--- src/rtl/imm_gen_pkg.sv ---
// Shared type codes and funct3 constants for the decode-stage immediate generator.
package imm_gen_pkg;

    localparam logic [2:0] IMM_NONE = 3'b000;
    localparam logic [2:0] IMM_I    = 3'b001;
    localparam logic [2:0] IMM_U    = 3'b010;
    localparam logic [2:0] IMM_B    = 3'b011;
    localparam logic [2:0] IMM_S    = 3'b100;
    localparam logic [2:0] IMM_J    = 3'b101;
    localparam logic [2:0] IMM_ALU  = 3'b110;
    localparam logic [2:0] IMM_ZIMM = 3'b111;

    localparam logic [2:0] F3_SLL = 3'b001;
    localparam logic [2:0] F3_SRX = 3'b101;

endpackage

--- src/rtl/imm_extract.sv ---
// Combinational immediate extraction: raw instruction + type code -> XLEN-wide immediate.
module imm_extract
    import imm_gen_pkg::*;
#(
    parameter int XLEN = 32
) (
    input  logic [31:0]     inst_i,
    input  logic [2:0]      type_i,
    output logic [XLEN-1:0] imm_o
);

    // Opcode bits never contribute to any immediate.
    logic unused_opcode;
    assign unused_opcode = ^inst_i[6:0];

    logic is_shift;
    assign is_shift = (inst_i[14:12] == F3_SLL) || (inst_i[14:12] == F3_SRX);

    // Sign-extending types preload the whole word with inst[31], then fill the low bits.
    always_comb begin
        imm_o = '0;
        unique case (type_i)
            IMM_I: begin
                imm_o        = {XLEN{inst_i[31]}};
                imm_o[11:0]  = inst_i[31:20];
            end
            IMM_U: begin
                imm_o        = {XLEN{inst_i[31]}};
                imm_o[31:0]  = {inst_i[31:12], 12'b0};
            end
            IMM_B: begin
                imm_o        = {XLEN{inst_i[31]}};
                imm_o[12:0]  = {inst_i[31], inst_i[7], inst_i[30:25], inst_i[11:8], 1'b0};
            end
            IMM_S: begin
                imm_o        = {XLEN{inst_i[31]}};
                imm_o[11:0]  = {inst_i[31:25], inst_i[11:7]};
            end
            IMM_J: begin
                imm_o        = {XLEN{inst_i[31]}};
                imm_o[20:0]  = {inst_i[31], inst_i[19:12], inst_i[20], inst_i[30:21], 1'b0};
            end
            IMM_ALU: begin
                if (is_shift) begin
                    imm_o = '0;
                    if (XLEN == 64) imm_o[5:0] = inst_i[25:20];
                    else            imm_o[4:0] = inst_i[24:20];
                end else begin
                    imm_o       = {XLEN{inst_i[31]}};
                    imm_o[11:0] = inst_i[31:20];
                end
            end
            IMM_ZIMM: imm_o[4:0] = inst_i[19:15];
            default:  imm_o = '0;
        endcase
    end

endmodule

--- src/rtl/imm_gen_pipe.sv ---
// Registered immediate generator with a 2-entry skid buffer; in_ready depends only on
// stored state, so downstream back-pressure never reaches fetch combinationally.
module imm_gen_pipe
    import imm_gen_pkg::*;
#(
    parameter int XLEN  = 32,
    parameter int TAG_W = 32
) (
    input  logic             clk,
    input  logic             rst,
    input  logic             flush,
    input  logic             in_valid,
    output logic             in_ready,
    input  logic [31:0]      in_inst,
    input  logic [2:0]       in_type,
    input  logic [TAG_W-1:0] in_tag,
    output logic             out_valid,
    input  logic             out_ready,
    output logic [XLEN-1:0]  out_imm,
    output logic [TAG_W-1:0] out_tag
);

    if (XLEN != 32 && XLEN != 64) begin : g_bad_xlen
        $error("imm_gen_pipe: XLEN must be 32 or 64");
    end

    logic [XLEN-1:0]  ext_imm;
    logic             main_valid_q, main_valid_d, skid_valid_q, skid_valid_d;
    logic [XLEN-1:0]  main_imm_q, main_imm_d, skid_imm_q, skid_imm_d;
    logic [TAG_W-1:0] main_tag_q, main_tag_d, skid_tag_q, skid_tag_d;
    logic             in_ready_q, in_ready_d;
    logic             accept, pop, main_free;

    imm_extract #(.XLEN(XLEN)) u_extract (
        .inst_i (in_inst),
        .type_i (in_type),
        .imm_o  (ext_imm)
    );

    assign accept    = in_valid && in_ready_q;
    assign pop       = main_valid_q && out_ready;
    assign main_free = !main_valid_q || pop;

    always_comb begin
        main_valid_d = main_valid_q;
        main_imm_d   = main_imm_q;
        main_tag_d   = main_tag_q;
        skid_valid_d = skid_valid_q;
        skid_imm_d   = skid_imm_q;
        skid_tag_d   = skid_tag_q;
        if (flush) begin
            main_valid_d = 1'b0;
            skid_valid_d = 1'b0;
        end else if (main_free) begin
            if (skid_valid_q) begin
                // Older skid beat moves up first to keep acceptance order.
                main_valid_d = 1'b1;
                main_imm_d   = skid_imm_q;
                main_tag_d   = skid_tag_q;
                skid_valid_d = accept;
                if (accept) begin
                    skid_imm_d = ext_imm;
                    skid_tag_d = in_tag;
                end
            end else begin
                main_valid_d = accept;
                if (accept) begin
                    main_imm_d = ext_imm;
                    main_tag_d = in_tag;
                end
            end
        end else if (accept) begin
            skid_valid_d = 1'b1;
            skid_imm_d   = ext_imm;
            skid_tag_d   = in_tag;
        end
        in_ready_d = !skid_valid_d;
    end

    always_ff @(posedge clk or posedge rst) begin
        if (rst) begin
            main_valid_q <= 1'b0;
            main_imm_q   <= '0;
            main_tag_q   <= '0;
            skid_valid_q <= 1'b0;
            skid_imm_q   <= '0;
            skid_tag_q   <= '0;
            in_ready_q   <= 1'b1;
        end else begin
            main_valid_q <= main_valid_d;
            main_imm_q   <= main_imm_d;
            main_tag_q   <= main_tag_d;
            skid_valid_q <= skid_valid_d;
            skid_imm_q   <= skid_imm_d;
            skid_tag_q   <= skid_tag_d;
            in_ready_q   <= in_ready_d;
        end
    end

    assign in_ready  = in_ready_q;
    assign out_valid = main_valid_q;
    assign out_imm   = main_imm_q;
    assign out_tag   = main_tag_q;

endmodule

--- config.mk ---
export PLATFORM = sky130hd
export DESIGN_NAME = imm_gen_pipe
export DESIGN_NICKNAME = d
export VERILOG_FILES = /design/src/rtl/imm_gen_pkg.sv /design/src/rtl/imm_extract.sv /design/src/rtl/imm_gen_pipe.sv
export SDC_FILE = /design/constraint.sdc
export NUM_CORES = 1
export LEC_CHECK = 0
export CORE_MARGIN = 4
export CORE_UTILIZATION = 50
export DETAILED_ROUTE_END_ITERATION = 7
export PLACE_DENSITY = 0.87
export SYNTH_ARGS = -nofsm -noshare
export SYNTH_HDL_FRONTEND = slang
export SYNTH_SLANG_ARGS = --single-unit
export TNS_END_PERCENT = 20
--- constraint.sdc ---
create_clock -name clk -period 5.44 [get_ports clk]
set_clock_uncertainty 0.05 [all_clocks]
set_input_delay 1.36 -clock clk [delete_from_list [all_inputs] [get_ports clk]]
set_output_delay 1.36 -clock clk [all_outputs]
set_load 0.01 [all_outputs]
Word level (Yosys, flattened, before mapping)
Cells that the tools add are included.

word-level totals
  logic and storage cells = 49
  input bits = 72
  register bits after elaboration = 131
  output and inout port bits = 66

cells by class
  muxes and demuxes = 20
  bitwise logic cells = 1
  reductions and logical operators = 11
  equal/unequal tests = 10

operators with widths
  cell                                                                    count
  32-bit two-way mux                                                      11
  27-bit one-hot mux with 5 select lines                                  1
  5-bit one-hot mux with 6 select lines                                   1
  3-bit equality test (second input constant)                             5
  1-bit two-way mux                                                       7
  3-bit by 1-bit equality test with 1-bit output (second input constant)  2
  3-bit by 2-bit equality test with 1-bit output (second input constant)  2
  2-bit nonzero test                                                      2
  3-bit AND reduction                                                     1
  1-bit logical AND                                                       2
  1-bit logical NOT                                                       2
  1-bit logical OR                                                        2
  2-bit inequality test (second input constant)                           1
  2-bit AND reduction                                                     1
  2-bit OR reduction                                                      1
  1-bit inverter                                                          1

Logic depth before layout (Yosys ltp)
  depth in word-level cells = 7
  depth in mapped cells = 7
  gate-level depth less buffers = 4

Cells and area by module
A second synthesis with hierarchy kept.

unflattened totals
  cell total of the unflattened synthesis = 443
  area total of the unflattened synthesis = 6302.3 µm²

by module, submodules not included
  module        cells each  area each (µm²)  sequential area each (µm²)  instances
  imm_gen_pipe  354         5708.0           3279.4                      1
  imm_extract   89          594.3            0.0                         1

Least setup slack after synthesis
No wires, ideal clock.

  kind = input-to-reg
  from = input port in_type[2]
  to = register main_imm_q[20] (netlist: out_imm[20])
  setup time = 0.133 ns
  path buffers = 2
  required time = 5.257 ns
  stages on the path = 6
  arrival time = 2.284 ns
  path slack = 2.972 ns
  cell sequence = buf_2 > nand2b_1 > o221ai_2 > buf_4 > a22oi_1 > o211ai_1

between the ends
  longest elaborated chain between the ends = 5
  elaborated cells on any way between the ends = 10
  those cells by class = eq/ne: 6; mux: 3; reduce/logical: 1

ends and longest elaborated chain
  what                                                                                          line                RTL
  start, declared                                                                               imm_gen_pipe.sv:15  input logic [2:0] in_type,
  3-bit by 1-bit equality test with 1-bit output / 3-bit equality test (equally long branches)  imm_extract.sv:22   unique case (type_i)
  2-bit OR reduction (no source line)                                                           n/a
  27-bit one-hot mux with 5 select lines *                                                      imm_extract.sv:22
  32-bit two-way mux *                                                                          imm_gen_pipe.sv:67  if (accept) begin
  32-bit two-way mux *                                                                          imm_gen_pipe.sv:55  if (skid_valid_q) begin
  end signal, assigned                                                                          imm_gen_pipe.sv:91  main_imm_q <= main_imm_d;
  end, declared                                                                                 imm_gen_pipe.sv:29  logic [XLEN-1:0] main_imm_q, main_imm_d, skid_imm_q, skid_imm_d;

Mark *: on every way between the ends. The rest lies on a longest branch, timed or not. The select of a mux whose other input is x is not followed.
A chain may end at the register's enable or synchronous reset.

Final worst setup path
  from = input port in_type[1]
  to = register main_imm_q[17] (netlist: out_imm[17])

Same word-level chain as after synthesis.

==> results.cfg <==
[global_route]
grt_use_total = 0.2401
grt_pass1_vias = 5109
grt-ovfl-total = 0
antenna_found_initial = 0
grt_pass1_wl_um = 25200
grt_max_degree = 83

[die]
die_x_um = 116.5
die_h_um = 116.5
die_area_um2 = 13570
initial_core_util = 0.5130
core_um2 = 11470
std_cell_rows = 39
ioPinCount = 138

[setup_path]
slowest_delay_ps = 990
crit_chain = clkdlybuf4s50_1, nor3b_2, o21bai_2, a21oi_1, o211ai_1
crit_type = primary input to flip-flop
critPathLaunchType = primary input
r2r_cells = 4
worstSetupEndpointType = flip-flop
crit_arrival_ps = 3840
critPathSlowestCell = clkdlybuf4s50_1
worstPathMaxFanout = 20
worstPathRequired_ps = 5690

[sta]
setup_viol = 0
final.period_utilization = 0.6595
grt_setup_unrepaired = no
final_max_slew_viol_count = 0
slew_headroom = 0.2885
post-route-min-period_ps = 3588
final-hold-violation-count = 0
fmax_mhz = 278.7
fin_setup_tns_ps = 0
worst-slew-pin-transition_ps = 1067

[finish]
design_area_um2 = 7843
final_common_cell = nand2_1
drive_above_1_share = 0.06943
antenna_cells = 0
final_core_util = 0.6839
num-nets-final = 808
fillCellCount = 875
most-common-layout-cells = 199 x nand2_1, 130 x clkdlybuf4s50_1, 129 x dfrtp_1
ff_latch_area_um2 = 3281
multi_input_area_um2 = 2362
syn_to_final_growth_pct = 33.30

[cts]
clk_path_buf_depth = 2
cts_tree = yes
clk_pin_slew_ps = 60
cts_hold_buf = 0
cts_root_buffer = clkbuf_16
post_cts_resized = 0
post_cts_buffers = 0
numCtsBuffers = 17
htree_levels = 4
clock_sinks = 131
clock_latency_ps = 410

[yosys]
synth_area_um2 = 5883
synth_warnings = 0
syn_nets = 698
postSynthCellCount = 626
yosys.area_share.simple = 0.1867
synth_xor_area_frac = 0
synth_compound_area_frac = 0.1448
synth_edf_count = 0
synth_top_family_by_area = simple AND/OR/NAND/NOR gates
synthArstFlopShare = 1.000
synth_mux_area_frac = 0.06635
synthFlopType = dfrtp_1
yosysUniqueCellTypes = 36
ys_ff_latch = 131
synth_fa_ha_area_frac = 0
syn_area_per_cell_um2 = 9.398
yosysSeqAreaShare = 0.5574

[job]
drv_cap = 0

[placement]
dp_hpwl_um = 10280
place_congestion = 0.9048
place_area_um2 = 7208
port_buffers = 130

[detailed_routing]
routedWlPerCell_um = 17.91
drt_pass1_iterations = 5
wl_met2_um = 7954
highest_layer = met4
vias = 5124
met3_length_um = 1287
drt-total-wl_um = 15980
antenna_left = 0
drt_iter0_drc = 491
via_per_inst = 5.744
drc_errors = 0
wl_met1_um = 6465

[power]
total_power_uw = 3138
ir_drop_uv = 220.8
power.density_nw_per_um2 = 400.2
cellLeakagePower_uw = 0.003460

[worst_hold_path]
hp-class = flip-flop to flip-flop
holdPathStages = 2

[status]
outcome = completed
-- sequential cells by signal (all words and copies together) (netlist names) --
signal,flops
skid_tag_q,32
out_valid,1
in_ready,1
out_tag,32
out_imm,32
skid_valid_q,1
skid_imm_q,32
-- worst max-delay path, delay by kind of cell --
family          cells  cell delay [ps]
simple gates        1              780
buf+inv             1              990
compound gates      3              700
-- stage by stage --
step,setup slack [ps],std cells,hold WS (ps)
finish,1852,892,428.2
global route,1653,892,442.5
CTS,1859,892,430.4
detailed placement,1421,860,412.7
global placement,1517,860,407.4
floorplan,534.0,626,395.4
-- routing by layer --
layer,vias to the layer above,global-route usage
met4,0,0.07579
li1,2359,-
met3,26,0.06477
met2,235,0.4058
met5,-,0
met1,2504,0.3018
-- logic make-up after synthesis --
family	count (synthesis)
compound gates	141
flops	131
buf+inv	53
simple gates	262
mux	39
-- cell type report --
type	count	area share
inverter	6	0.003191
clock inverter	12	0.02265
timing repair buffer	138	0.1736
clock buffer	20	0.05823
tap	143	0.02281
sequential	131	0.4183
multi-input combinational	442	0.3012
-- cells in the mapped netlist (2+ instances only) --
library cell / instances / share of area
nor2b_1: 2 / 0.0021
or3_1: 2 / 0.0021
buf_2: 18 / 0.015
clkbuf_1: 23 / 0.015
a22oi_1: 11 / 0.014
inv_1: 6 / 0.0038
a22o_1: 4 / 0.0060
dfrtp_1: 130 / 0.55
o22ai_1: 4 / 0.0043
o211ai_1: 26 / 0.033
nor2_1: 9 / 0.0057
a21oi_1: 29 / 0.025
mux2i_1: 39 / 0.066
o21ai_1: 37 / 0.031
nand2b_1: 3 / 0.0032
nand2_1: 199 / 0.13
o21ai_0: 23 / 0.020
nand3_1: 39 / 0.033
buf_6: 5 / 0.0096
-- final timing paths --
check	start	end	slack, ps
setup / recovery	in_type[1]	out_imm[17]$_DFFE_PP0P_	1850
hold / removal	skid_tag_q[4]$_DFFE_PP0P_	skid_tag_q[4]$_DFFE_PP0P_	430
setup reg to reg	skid_valid_q$_DFF_PP0_	skid_imm_q[14]$_DFFE_PP0P_	2820
hold reg to reg	skid_tag_q[4]$_DFFE_PP0P_	skid_tag_q[4]$_DFFE_PP0P_	430
max in group asynchronous	rst	out_imm[5]$_DFFE_PP0P_	2820
min in group asynchronous	rst	out_tag[20]$_DFFE_PP0P_	1500
-- where the power goes --
part	internal, µW	leakage (µW)	total [µW]	switching [µW]
sequential	1180	0.00166	1310	122
clock	793	0.000311	1210	420
combinational	311	0.00149	619	308
Power figures use the tool's default switching activity.
